### config.mk
export PLATFORM = sky130hd
export DESIGN_NAME = peripheral_bus
export DESIGN_NICKNAME = d
export VERILOG_FILES = /design/src/rtl/peripheral_bus_pkg.sv /design/src/rtl/peripheral_bus_uart_core.sv /design/src/rtl/peripheral_bus.sv
export SDC_FILE = /design/constraint.sdc
export NUM_CORES = 1
export LEC_CHECK = 0
export ABC_AREA = 1
export CAP_MARGIN = 25
export CORE_MARGIN = 2
export CORE_UTILIZATION = 65
export CTS_BUF_LIST = sky130_fd_sc_hd__clkbuf_8
export DETAILED_ROUTE_END_ITERATION = 16
export DONT_BUFFER_PORTS = 1
export MAX_ROUTING_LAYER = met4
export PLACE_DENSITY = 0.81
export SLEW_MARGIN = 20
export SYNTH_ARGS = -nofsm -noshare
export SYNTH_HDL_FRONTEND = slang
export SYNTH_SLANG_ARGS = --single-unit
### constraint.sdc
create_clock -name clk -period 5.87 [get_ports clk]
set_input_delay 1.174 -clock clk [delete_from_list [all_inputs] [get_ports clk]]
set_output_delay 1.174 -clock clk [all_outputs]
set_load 0.05 [all_outputs]
### src/rtl/peripheral_bus_pkg.sv
// peripheral_bus_pkg: register map, control-bit positions and UART state encoding
package peripheral_bus_pkg;
  localparam logic [31:0] ADDR_TH   = 32'h4000_0000;
  localparam logic [31:0] ADDR_TL   = 32'h4000_0004;
  localparam logic [31:0] ADDR_TCON = 32'h4000_0008;
  localparam logic [31:0] ADDR_LED  = 32'h4000_000C;
  localparam logic [31:0] ADDR_SW   = 32'h4000_0010;
  localparam logic [31:0] ADDR_DIGI = 32'h4000_0014;
  localparam logic [31:0] ADDR_TXD  = 32'h4000_0018;
  localparam logic [31:0] ADDR_RXD  = 32'h4000_001C;
  localparam logic [31:0] ADDR_UCON = 32'h4000_0020;
  localparam int TCON_EN = 0;
  localparam int TCON_IE = 1;
  localparam int TCON_IS = 2;
  localparam int UCON_TXDONE = 0;
  localparam int UCON_RXVALID = 1;
  localparam int UCON_TXBUSY = 2;
  typedef enum logic [1:0] {IDLE, START, DATA, STOP} uart_state_e;
endpackage

### src/rtl/peripheral_bus_uart_core.sv
// uart_core: fixed-baud 8N1 transmitter and receiver with a two-flop RX synchroniser
module uart_core
  import peripheral_bus_pkg::*;
#(
  parameter int CLK_FREQ = 50_000_000,
  parameter int BAUD     = 9600
) (
  input  logic       clk,
  input  logic       reset,
  input  logic       tx_start,
  input  logic [7:0] tx_data,
  input  logic       rx_in,
  output logic       tx_out,
  output logic       tx_busy,
  output logic       tx_done_pulse,
  output logic [7:0] rx_data,
  output logic       rx_valid_pulse
);
  localparam int BIT_CYC = CLK_FREQ / BAUD;
  localparam int CW = $clog2(BIT_CYC + 1);
  localparam logic [CW-1:0] BIT_END  = CW'(BIT_CYC - 1);
  localparam logic [CW-1:0] HALF_END = CW'(BIT_CYC / 2 - 1);
  uart_state_e   tx_st_q, tx_st_d, rx_st_q, rx_st_d;
  logic [CW-1:0] tx_cnt_q, tx_cnt_d, rx_cnt_q, rx_cnt_d;
  logic [2:0]    tx_bit_q, tx_bit_d, rx_bit_q, rx_bit_d;
  logic [7:0]    tx_sh_q, tx_sh_d, rx_sh_q, rx_sh_d;
  logic          tx_q, tx_line_d, tx_end, rx_end;
  logic          rx_s1_q, rx_s2_q, rx_prev_q;
  assign tx_end         = tx_cnt_q == BIT_END;
  assign rx_end         = rx_cnt_q == (rx_st_q == START ? HALF_END : BIT_END);
  assign tx_out         = tx_q;
  assign tx_busy        = tx_st_q != IDLE;
  assign tx_done_pulse  = tx_st_q == STOP && tx_end;
  assign rx_valid_pulse = rx_st_q == STOP && rx_end;
  assign rx_data        = rx_sh_q;
  // the line is driven one cycle behind the state so the output stays glitch-free
  assign tx_line_d = tx_st_q == START ? 1'b0 : tx_st_q == DATA ? tx_sh_q[tx_bit_q] : 1'b1;
  always_comb begin
    tx_st_d  = tx_st_q;
    tx_bit_d = tx_bit_q;
    tx_sh_d  = tx_sh_q;
    tx_cnt_d = (tx_st_q == IDLE || tx_end) ? '0 : tx_cnt_q + 1'b1;
    case (tx_st_q)
      IDLE:  if (tx_start) begin
        tx_st_d = START;
        tx_sh_d = tx_data;
      end
      START: if (tx_end) begin
        tx_st_d  = DATA;
        tx_bit_d = '0;
      end
      DATA:  if (tx_end) begin
        tx_bit_d = tx_bit_q + 1'b1;
        tx_st_d  = tx_bit_q == 3'd7 ? STOP : DATA;
      end
      default: if (tx_end) tx_st_d = IDLE;
    endcase
  end
  // START waits half a bit so every later sample lands mid-bit
  always_comb begin
    rx_st_d  = rx_st_q;
    rx_bit_d = rx_bit_q;
    rx_sh_d  = rx_sh_q;
    rx_cnt_d = (rx_st_q == IDLE || rx_end) ? '0 : rx_cnt_q + 1'b1;
    case (rx_st_q)
      IDLE:  if (rx_prev_q && !rx_s2_q) rx_st_d = START;
      START: if (rx_end) begin
        rx_st_d  = rx_s2_q ? IDLE : DATA;
        rx_bit_d = '0;
      end
      DATA:  if (rx_end) begin
        rx_sh_d  = {rx_s2_q, rx_sh_q[7:1]};
        rx_bit_d = rx_bit_q + 1'b1;
        rx_st_d  = rx_bit_q == 3'd7 ? STOP : DATA;
      end
      default: if (rx_end) rx_st_d = IDLE;
    endcase
  end
  // sync flops reset low so a line held low since reset never looks like a start edge
  always_ff @(posedge clk) begin
    if (!reset) begin
      tx_st_q   <= IDLE;
      tx_cnt_q  <= '0;
      tx_bit_q  <= '0;
      tx_sh_q   <= '0;
      tx_q      <= 1'b1;
      rx_st_q   <= IDLE;
      rx_cnt_q  <= '0;
      rx_bit_q  <= '0;
      rx_sh_q   <= '0;
      rx_s1_q   <= 1'b0;
      rx_s2_q   <= 1'b0;
      rx_prev_q <= 1'b0;
    end else begin
      tx_st_q   <= tx_st_d;
      tx_cnt_q  <= tx_cnt_d;
      tx_bit_q  <= tx_bit_d;
      tx_sh_q   <= tx_sh_d;
      tx_q      <= tx_line_d;
      rx_st_q   <= rx_st_d;
      rx_cnt_q  <= rx_cnt_d;
      rx_bit_q  <= rx_bit_d;
      rx_sh_q   <= rx_sh_d;
      rx_s1_q   <= rx_in;
      rx_s2_q   <= rx_s1_q;
      rx_prev_q <= rx_s2_q;
    end
  end
endmodule

### src/rtl/peripheral_bus.sv
// peripheral_bus: memory-mapped timer, LED/switch, digital tube and UART block at 0x40000000
module peripheral_bus
  import peripheral_bus_pkg::*;
#(
  parameter int CLK_FREQ = 50_000_000,
  parameter int BAUD     = 9600
) (
  input  logic        clk,
  input  logic        reset,
  input  logic        rd,
  input  logic        wr,
  input  logic [31:0] addr,
  input  logic [31:0] wdata,
  output logic [31:0] rdata,
  output logic [7:0]  led,
  input  logic [7:0]  switch,
  output logic [11:0] digi,
  output logic        irqout,
  output logic        UART_TX,
  input  logic        UART_RX
);
  logic [31:0] th_q, th_d, tl_q, tl_d;
  logic [2:0]  tcon_q, tcon_d;
  logic [7:0]  led_q, led_d, txd_q, txd_d, rxd_q, rxd_d;
  logic [11:0] digi_q, digi_d;
  logic        done_q, done_d, rxv_q, rxv_d;
  logic        tx_start, tx_busy, tx_done_pulse, rx_valid_pulse, tl_wrap;
  logic [7:0]  rx_data;
  logic [2:0]  ucon;
  uart_core #(.CLK_FREQ(CLK_FREQ), .BAUD(BAUD)) u_uart (
    .clk            (clk),
    .reset          (reset),
    .tx_start       (tx_start),
    .tx_data        (wdata[7:0]),
    .rx_in          (UART_RX),
    .tx_out         (UART_TX),
    .tx_busy        (tx_busy),
    .tx_done_pulse  (tx_done_pulse),
    .rx_data        (rx_data),
    .rx_valid_pulse (rx_valid_pulse)
  );
  assign led      = led_q;
  assign digi     = digi_q;
  assign irqout   = tcon_q[TCON_IE] & tcon_q[TCON_IS];
  assign tx_start = wr && addr == ADDR_TXD && !tx_busy;
  assign tl_wrap  = tcon_q[TCON_EN] && tl_q == '1;
  always_comb begin
    ucon               = '0;
    ucon[UCON_TXDONE]  = done_q;
    ucon[UCON_RXVALID] = rxv_q;
    ucon[UCON_TXBUSY]  = tx_busy;
  end
  always_comb begin
    rdata = '0;
    if (rd)
      case (addr)
        ADDR_TH:   rdata = th_q;
        ADDR_TL:   rdata = tl_q;
        ADDR_TCON: rdata = {29'd0, tcon_q};
        ADDR_LED:  rdata = {24'd0, led_q};
        ADDR_SW:   rdata = {24'd0, switch};
        ADDR_DIGI: rdata = {20'd0, digi_q};
        ADDR_TXD:  rdata = {24'd0, txd_q};
        ADDR_RXD:  rdata = {24'd0, rxd_q};
        ADDR_UCON: rdata = {29'd0, ucon};
        default:   rdata = '0;
      endcase
  end
  // CPU writes to TL/TCON take priority over the counter in the same cycle
  always_comb begin
    th_d   = wr && addr == ADDR_TH ? wdata : th_q;
    tl_d   = wr && addr == ADDR_TL ? wdata : !tcon_q[TCON_EN] ? tl_q : tl_wrap ? th_q : tl_q + 32'd1;
    tcon_d = tcon_q;
    tcon_d[TCON_IS] = tcon_q[TCON_IS] | (tl_wrap & tcon_q[TCON_IE]);
    tcon_d = wr && addr == ADDR_TCON ? wdata[2:0] : tcon_d;
    led_d  = wr && addr == ADDR_LED ? wdata[7:0] : led_q;
    digi_d = wr && addr == ADDR_DIGI ? wdata[11:0] : digi_q;
    txd_d  = tx_start ? wdata[7:0] : txd_q;
    rxd_d  = rx_valid_pulse ? rx_data : rxd_q;
    done_d = tx_done_pulse | (done_q & !(rd && addr == ADDR_UCON) & !tx_start);
    rxv_d  = rx_valid_pulse | (rxv_q & !(rd && addr == ADDR_RXD));
  end
  always_ff @(posedge clk) begin
    if (!reset) begin
      th_q   <= '0;
      tl_q   <= '0;
      tcon_q <= '0;
      led_q  <= '0;
      digi_q <= '0;
      txd_q  <= '0;
      rxd_q  <= '0;
      done_q <= 1'b0;
      rxv_q  <= 1'b0;
    end else begin
      th_q   <= th_d;
      tl_q   <= tl_d;
      tcon_q <= tcon_d;
      led_q  <= led_d;
      digi_q <= digi_d;
      txd_q  <= txd_d;
      rxd_q  <= rxd_d;
      done_q <= done_d;
      rxv_q  <= rxv_d;
    end
  end
endmodule

Yosys cells after proc, flatten, opt, wreduce, memory -nomap -nowiden
Index checks and enable logic that the tools add are counted.

Add/subtract/negate cells: 5. Magnitude comparators: 1. Equality and inequality tests: 26. Mux-type cells: 30. Bitwise operators: 9. Reduce and logical (&&, ||, !) cells: 36.

Operators by type and width (count): 32-bit by 31-bit == test with 1-bit output (second input constant) (9); 32-bit one-hot mux with 9 select lines (1); 32-bit two-way mux (4); 32-bit by 1-bit adder with 32-bit output (second input constant) (1); 32-bit == test (second input constant) (1); 13-bit by 1-bit adder with 13-bit output (second input constant) (2); 2-bit two-way mux (9); 3-bit two-way mux (5); 13-bit == test (1); 13-bit == test (second input constant) (1); 1-bit logical AND (13); 13-bit two-way mux (1); 2-bit one-hot mux with 3 select lines (2); 3-bit one-hot mux with 2 select lines (2); 2-bit nonzero test (6); 2-bit == test (second input constant) (4); 2-bit by 1-bit inequality test with 1-bit output (second input constant) (4); 4-bit AND reduction (2); 3-bit by 1-bit adder with 3-bit output (second input constant) (2); 3-bit == test (second input constant) (2); 3-bit AND reduction (2); 1-bit AND (5); 1-bit logical NOT (5); 1-bit two-way mux (5); other kinds (10) (18).

Register bits: 161. Input port bits: 77. Output and inout port bits: 54. Logic and storage cells: 129.

Depth between registers and ports, before layout
Gate-level depths: netlist of the first run.

Depth after elaboration: 6. Gate-level depth with buffers: 13. Mapped depth without buffers: 13.

Hierarchy
A second synthesis of the first run with hierarchy kept.

Cells, all modules: 1526. Area, all modules: 9668.0 sq um.

Modules (own cells, without submodules): peripheral_bus (instances 1, cells each 1119, area each 6810.3 sq um); uart_core (instances 1, cells each 407, area each 2857.7 sq um).

Worst setup path before layout of the first run
No wires, ideal clock.

Kind: input-to-output. Start: in addr[15]. End: out rdata[10]. Arrival time: 3.004 ns. Required time: 4.696 ns. Path slack: 1.692 ns. Stages on the path: 10. Buffers on the path: 1. Cells stage by stage: nor2_1 -> nand2_1 -> nor2_4 -> nand2_2 -> nor2_8 -> nand2_2 -> nand4_1 -> nand2_1 -> buf_2 -> a21oi_1.

Cells in the longest elaborated chain, start to end: 3. Elaborated cells on any way between the ends: 11. Classes of those cells: eq/ne: 9; mux: 2.

Ends and longest elaborated chain: from (decl) (line peripheral_bus.sv:12) `input logic [31:0] addr,`; 32-bit by 31-bit == test with 1-bit output (line peripheral_bus.sv:56) `case (addr)`; 32-bit one-hot mux with 9 select lines * (line peripheral_bus.sv:56); 32-bit two-way mux * (line peripheral_bus.sv:55) `if (rd)`; to (decl) (line peripheral_bus.sv:14) `output logic [31:0] rdata,`.

Every way passes the cells marked *; elsewhere a longest branch is shown, timed or not.

Worst setup path in the final report of the first run
Start: in addr[15]. End: out rdata[8].

The elaborated chain is that of the path after synthesis.

==> results of run 1 <==
## registers in the layout, summed over array words and instances, names as in the netlist, 2 cells and up
| signal | cells |
|---|---|
| u_uart.rx_st_q | 2 |
| u_uart.tx_bit_q | 3 |
| txd_q | 8 |
| u_uart.tx_sh_q | 8 |
| tl_q | 32 |
| u_uart.rx_bit_q | 3 |
| u_uart.rx_cnt_q | 13 |
| u_uart.tx_st_q | 2 |
| led | 8 |
| u_uart.rx_data | 8 |
| tcon_q | 3 |
| u_uart.tx_cnt_q | 13 |
| rxd_q | 8 |
| digi | 12 |
| th_q | 32 |
## kinds of logic after synthesis
group	count (synthesis)	synth area share
flip-flops	161	0.3439
AO/OA/AOI/OAI	251	0.1382
adder cells (fa/ha/maj)	12	0.01602
buffers and inverters	218	0.09893
AND/OR/NAND/NOR	767	0.3833
XOR/XNOR	21	0.01963
## cell usage after synthesis, drive strengths merged (4+ instances only)
cell type | instances | share of area
a21oi | 128 | 0.069
buf | 41 | 0.028
clkbuf | 23 | 0.0092
dfxtp | 161 | 0.34
ha | 12 | 0.016
inv | 153 | 0.061
nand2 | 289 | 0.12
nand3 | 148 | 0.088
nand3b | 10 | 0.0080
nand4 | 44 | 0.029
nor2 | 225 | 0.11
nor3 | 37 | 0.021
nor3b | 4 | 0.0032
nor4 | 6 | 0.0040
o21ai | 110 | 0.059
xor2 | 18 | 0.017
## final cells by class
type,instances,area (µm²)
fillers,1266,4010
well taps,180,225.2
repair buffers,38,317.8
clock inverters,14,165.2
inverters,154,578.1
clock buffers,18,247.7
multi-input cells,1051,5221
flip-flops and latches,161,3223
## per-layer routing
layer	track usage	wire, µm
met2	0.5820	12400
met1	0.4522	11220
met5	-	0
met3	0.09478	2699
met4	0.1426	782
## metrics by stage
step	setup WS [ns]	util	hold WS [ns]	power [mW]	cells
4_1_cts	1.294	0.7105	0.4302	2.048	1614
5_1_grt	1.012	0.7133	0.4624	2.107	1616
3_3_place_gp	0.9999	0.6799	0.3908	1.201	1581
3_5_place_dp	1.316	0.6809	0.4096	1.202	1582
2_1_floorplan	1.692	-	0.3905	1.197	1430
6_report	1.213	0.7133	0.4250	2.047	1616
## placed cells by master (no fill, tap or decap), types with 2 or more instances in the layout
cell	instances
o211ai_1	3
nor3b_1	4
nand3_4	3
clkbuf_8	18
ha_1	12
inv_6	2
o21ai_1	25
clkinv_2	2
or2_2	2
nand3b_1	10
inv_2	10
clkinv_4	2
inv_1	146
o22ai_1	2
nand3_1	136
nand2_4	3
nand3_2	9
dfxtp_1	161
a21oi_1	127
o21ai_0	84
xnor2_1	3
nor4_1	6
nand4_1	44
nor2_4	7
bufinv_16	3
nand2_2	12
buf_12	2
nor2_1	202
nor2_2	12
xor2_1	18
buf_4	35
nand2_1	274
nor2_8	4
a31oi_1	3
nor3_1	36
## power by group
group	switching, mW	leakage [nW]	internal [mW]
clock	0.436	0.219	0.432
sequential	0.00694	1.30	1.10
combinational	0.0541	2.31	0.0204
total	0.497	3.83	1.55
## worst paths after layout
kind / slack [ns] / cells past startpoint / endpoint / from
setup reg to reg: 3.63 / 4 / tl_q[22]$_SDFFE_PN0P_ / tcon_q[0]$_SDFFE_PN0P_
hold reg to reg: 0.43 / 2 / u_uart.rx_s2_q$_SDFF_PN0_ / u_uart.rx_s1_q$_SDFF_PN0_
setup / recovery: 1.21 / 10 / rdata[8] / addr[15]
hold / removal: 0.43 / 2 / u_uart.rx_s2_q$_SDFF_PN0_ / u_uart.rx_s1_q$_SDFF_PN0_
## critical path, cell delays in order
cell,delay [ns]
nor2_1,0.08
nand2_1,0.09
nor2_4,0.18
nand2_2,0.14
inv_2,0.49
nand2_2,0.47
o21ai_0,0.29
a21oi_1,0.06
nor2_1,0.22
buf_4,0.25
==> flow_summary.ini, run 1 <==
[critical_path]
cp.required_ns = 4.70
crit_path_start_kind = input pin
end_kind = output pin
crit_fanout = 30
crit_type = in -> out
critPathArrivalTime_ns = 3.48

[grt]
grt_pass1_wl_um = 42790
grt_pass1_vias = 8668
grt.overflow.total = 0
antenna_found_initial = 0
grt_usage = 0.3684
grt_max_degree = 84

[clocking]
clockBufferDepth = 2
cts-resized-gates = 0
postCtsSetupRepairBufs = 0
cts_buffers = 17
cts.clk_slew.worst_paths_ns = 0.08
cts-hold-fix-buffers = 0
insertion_delay_ns = 0.47
ctsRootBufferMaster = clkbuf_8
tritoncts = built
cts_num_sinks = 161
htree_levels = 4

[floorplanning]
initial_core_util = 0.6699
die_area_um2 = 15390
ios = 131
num_rows = 43
die_w_um = 124.1
core_area_um2 = 13990
die_h_um = 124.1

[job]
cap_violations = 0

[routing]
via_per_inst = 5.909
firstDrtPassIters = 5
wirelength_um = 27110
final_antenna_net_count = 0
avgRoutedWirePerCell_um = 16.77
drc = 0
vias = 9549
drtIter0Drc = 1140

[yosys]
syn_nets = 1519
synth_edf_count = 0
ys_types = 45
syn_avg_cell_area_um2 = 6.553
ys_ff_latch = 161
postSynthCellCount = 1430
ys_seq_area_frac = 0.3439
synth_warnings = 0
dominantRegCellSynth = dfxtp_1
synth-async-reset-ratio = 0
syn_area_um2 = 9371

[sta]
slew_headroom = 0.3500
max_freq_ghz = 0.2147
worstMarginPinSlew_ns = 0.9715
setup_viol_count_final = 0
rsz0062_at_grt = no
fin_worst_skew_ns = 0.009762
fin_crit_ns = 4.657
tns_ns = 0
finalCritPeriodShare = 0.7933
finalHoldViolCount = 0
finalMaxSlewViolations = 0

[cells_and_area]
design_area_um2 = 9978
layout-drive-gt1-share = 0.09262
syn2layout_area_growth_pct = 6.475
antennaDiodeCount = 0
final_nets = 1512

[place]
gp_congestion = 1.004
dp_hpwl_um = 18790
place_area_um2 = 9525
portBuffers = 0

[power_and_ir_drop]
irDropWorstVdd_mv = 0.2492
powerDensity_nw_per_um2 = 205.2
p_leak_nw = 3.826

[hold_path]
hp-class = reg -> reg

[outcome]
status = completed
(Power assumes the default switching activity.)
==> run 2, diff against run 1 <==
- clock period: 5.87 -> 4.8 ns (I/O delays scaled with it)
==> flow_summary.ini, run 2 (synthesized netlist as in run 1, its figures left out) <==
[sta]
finalMaxSlewViolations = 0
finalCritPeriodShare = 0.8791
max_freq_ghz = 0.2370
setup_viol_count_final = 0
rsz0062_at_grt = no
fin_crit_ns = 4.219
slew_headroom = 0.3915
finalHoldViolCount = 0
fin_worst_skew_ns = 0.01164
tns_ns = 0
worstMarginPinSlew_ns = 0.9094

[clocking]
clockBufferDepth = 2
insertion_delay_ns = 0.46
cts.clk_slew.worst_paths_ns = 0.08
tritoncts = built
cts_num_sinks = 161
htree_levels = 4
ctsRootBufferMaster = clkbuf_8
cts_buffers = 17
postCtsSetupRepairBufs = 0
cts-hold-fix-buffers = 0
cts-resized-gates = 0

[floorplanning]
ios = 131
die_w_um = 124.1
initial_core_util = 0.6699
die_area_um2 = 15390
core_area_um2 = 13990
die_h_um = 124.1
num_rows = 43

[place]
dp_hpwl_um = 18650
portBuffers = 0
gp_congestion = 1.030
dpl.cell_count = 1587

[grt]
grt_pass1_vias = 8763
grt_max_degree = 84
grt_pass1_wl_um = 42520
grt_usage = 0.3652
grt.overflow.total = 0
antenna_found_initial = 0

[critical_path]
cp_cell_sequence = nor2_1, nand2_1, nor2_2, nand2_2, nor2_8, nand2_2, nand4_1, nand2_1, buf_4, a21oi_1, buf_4
r2r-start = tcon_q[0]$_SDFFE_PN0P_
critPathArrivalTime_ns = 3.26
crit_fanout = 20
path_delay_family = simple AND/OR/NAND/NOR gates
cp.required_ns = 3.84
critPathMaxStageDelay_ns = 0.51
cp_slowest_cell = nand2_1
crit_path_start_kind = input pin
r2r_slack_ns = 2.53
worst_r2r_path_depth = 4
end_kind = output pin
rr_endpoint = tl_q[20]$_SDFFE_PN0P_
crit_buf_inv = 2
crit_type = in -> out

[hold_path]
holdPathStages = 2
hp-class = reg -> reg
hp-start = u_uart.rx_s1_q$_SDFF_PN0_
hold_end = u_uart.rx_s2_q$_SDFF_PN0_

[power_and_ir_drop]
irDropWorstVdd_mv = 0.2326
powerDensity_nw_per_um2 = 252.2
p_leak_nw = 3.855
p_total_mw = 2.530

[routing]
wirelength_um = 27030
drtIter0Drc = 1135
vias = 9751
final_antenna_net_count = 0
avgRoutedWirePerCell_um = 16.69
drc = 0
firstDrtPassIters = 6
via_per_inst = 6.019

[cells_and_area]
mostFrequentLayoutCells = nand2_1, nor2_1, dfxtp_1
final_nets = 1517
antennaDiodeCount = 0
fin_cells = 1620
reg_top3 = th_q: 32 flops, tl_q: 32 flops
syn2layout_area_growth_pct = 7.049
layout-drive-gt1-share = 0.09444
final_common_cell = nand2_1
fill_cells = 1236

[outcome]
status = completed

[job]
cap_violations = 0
==> run 2: changes by cell type in the layout (fill, tap and decap cells not counted), sizes merged <==
cell and delta:
clkbuf +1, buf +5, clkinv -3, clkinvlp +1, bufinv +1, inv -1
==> run 2: tightest hold or removal path, stage by stage (launching register included) <==
cell	delay, ns
dfxtp_1	0.31
nand2_1	0.05
inv_1	0.04
==> run 2: per-stage QoR <==
step	util	instance area [µm²]	hold WS (ns)	setup WS [ns]
2_1_floorplan	-	9371	0.3905	1.050
3_3_place_gp	0.6831	9555	0.3966	0.7170
3_5_place_dp	0.6831	9555	0.4012	0.6156
4_1_cts	0.7138	9985	0.4187	0.6222
5_1_grt	0.7172	10030	0.4385	0.4145
6_report	0.7172	10030	0.4163	0.5806
==> run 2: final cells by class <==
cell class / instances / area (µm²) / share of cell area
Clock inverter: 12 / 167.7 / 0.01671
Multi-Input combinational cell: 1051 / 5221 / 0.5205
Clock buffer: 19 / 261.5 / 0.02607
Timing Repair Buffer: 43 / 355.3 / 0.03542
Tap cell: 180 / 225.2 / 0.02245
Sequential cell: 161 / 3223 / 0.3213
Inverter: 154 / 578.1 / 0.05762
==> run 2: per-layer routing <==
layer | vias to the layer above | GRT usage | wire length, µm
li1 | 4683 | - | -
met1 | 4379 | 0.4535 | 10860
met2 | 570 | 0.5608 | 11890
met3 | 119 | 0.08562 | 3001
met4 | 0 | 0.1756 | 1281
met5 | - | - | 0
==> run 2: worst max-delay path by stage <==
stage / from / endpoint / depth (start not counted)
2_1_floorplan: addr[15] / rdata[10] / 10
3_3_place_gp: addr[7] / rdata[9] / 11
3_5_place_dp: addr[7] / rdata[15] / 11
4_1_cts: addr[7] / rdata[15] / 11
5_1_grt: addr[13] / rdata[26] / 11
6_report: addr[7] / rdata[15] / 11
==> run 2: report_power, final <==
group	switching, mW	internal [mW]
logic	0.0669	0.0257
clock network	0.500	0.587
registers	0.00871	1.34
total	0.576	1.95
==> run 3, diff against run 2 <==
- CAP_MARGIN: 25 -> 20
==> flow_summary.ini, run 3 (synthesized netlist as in run 1, its figures left out) <==
[outcome]
status = completed

[cells_and_area]
fin_util = 0.7157
final_common_cell = nand2_1
final_nets = 1516
antennaDiodeCount = 0
syn2layout_area_growth_pct = 6.836
reg_top3 = th_q: 32 flops, tl_q: 32 flops
fill_cells = 1240
mostFrequentLayoutCells = nand2_1, nor2_1, dfxtp_1
layout-drive-gt1-share = 0.09382

[floorplanning]
initial_core_util = 0.6699
die_area_um2 = 15390
die_h_um = 124.1
ios = 131
num_rows = 43
core_area_um2 = 13990
die_w_um = 124.1

[grt]
grt_pass1_wl_um = 42520
grt_pass1_vias = 8763
grt.overflow.total = 0
grt_usage = 0.3652
grt_max_degree = 84
antenna_found_initial = 0

[critical_path]
crit_fanout = 20
cp.required_ns = 3.84
r2r_slack_ns = 2.53
crit_type = in -> out
end_kind = output pin
worst_r2r_path_depth = 4
crit_path_start_kind = input pin
critPathArrivalTime_ns = 3.27

[power_and_ir_drop]
powerDensity_nw_per_um2 = 252.7
irDropWorstVdd_mv = 0.2336
p_leak_nw = 3.846

[sta]
slew_headroom = 0.2976
tns_ns = 0
max_freq_ghz = 0.2362
setup_viol_count_final = 0
fin_crit_ns = 4.234
finalCritPeriodShare = 0.8820
fin_worst_skew_ns = 0.01018
finalMaxSlewViolations = 0
rsz0062_at_grt = no
finalHoldViolCount = 0
worstMarginPinSlew_ns = 1.054

[clocking]
tritoncts = built
ctsRootBufferMaster = clkbuf_8
cts.clk_slew.worst_paths_ns = 0.08
cts-hold-fix-buffers = 0
clockBufferDepth = 2
cts_buffers = 17
htree_levels = 4
insertion_delay_ns = 0.46
cts_num_sinks = 161
postCtsSetupRepairBufs = 0
cts-resized-gates = 0

[routing]
firstDrtPassIters = 6
drtIter0Drc = 1132
final_antenna_net_count = 0
drc = 0
wirelength_um = 26960
vias = 9662
avgRoutedWirePerCell_um = 16.65
via_per_inst = 5.968

[hold_path]
hp-class = reg -> reg
holdPathStages = 2

[place]
portBuffers = 0
dp_hpwl_um = 18650
gp_congestion = 1.030

[job]
cap_violations = 0
run 3: cell types whose count changed in the layout (fill, tap and decap cells not counted), sizes merged:
cell,previous run,this run
buf,43,42
run 3: stage by stage:
stage | instances | worst slack (ns) | instance area [µm²] | hold WS [ns] | total power, mW
global route | 1619 | 0.4145 | 10010 | 0.4384 | 2.607
floorplan | 1430 | 1.050 | 9371 | 0.3905 | 1.463
CTS | 1618 | 0.6222 | 9985 | 0.4187 | 2.533
global placement | 1587 | 0.7170 | 9555 | 0.3966 | 1.470
detailed placement | 1587 | 0.6156 | 9555 | 0.4012 | 1.471
finish | 1619 | 0.5662 | 10010 | 0.4158 | 2.530
run 3: per-layer routing:
| metal | vias to the layer above | part of all wire | track usage |
|---|---|---|---|
| li1 | 4680 | - | - |
| met1 | 4318 | 0.40 | 0.4535 |
| met2 | 552 | 0.44 | 0.5608 |
| met3 | 112 | 0.11 | 0.08562 |
| met4 | 0 | 0.045 | 0.1756 |
| met5 | - | 0 | - |
run 3: final cells by class:
type / count / area (µm²) / area share
timing repair buffer: 42 / 335.3 / 0.03349
inverter: 154 / 578.1 / 0.05774
clock buffer: 19 / 261.5 / 0.02612
tap: 180 / 225.2 / 0.02249
sequential: 161 / 3223 / 0.3219
clock inverter: 12 / 167.7 / 0.01675
multi-input combinational: 1051 / 5221 / 0.5215
run 3: final timing paths:
path,from,to
max reg2reg,tcon_q[0]$_SDFFE_PN0P_,tl_q[20]$_SDFFE_PN0P_
max,addr[7],rdata[13]
min reg2reg,u_uart.rx_s1_q$_SDFF_PN0_,u_uart.rx_s2_q$_SDFF_PN0_
min,u_uart.rx_s1_q$_SDFF_PN0_,u_uart.rx_s2_q$_SDFF_PN0_
run 3: power by group:
group,switching (mW),internal [mW],total (mW)
combinational,0.0664,0.0241,0.0904
sequential,0.00919,1.34,1.35
clock,0.501,0.587,1.09
total,0.577,1.95,2.53
run 3: worst max-delay path, cell delays in order:
cell	delay, ns
nor2_1	0.13
nand2_1	0.10
nor2_2	0.13
nand2_2	0.14
nor2_8	0.26
nand2_2	0.13
nand4_1	0.12
nand2_1	0.51
buf_4	0.37
a21oi_1	0.17
buf_4	0.23
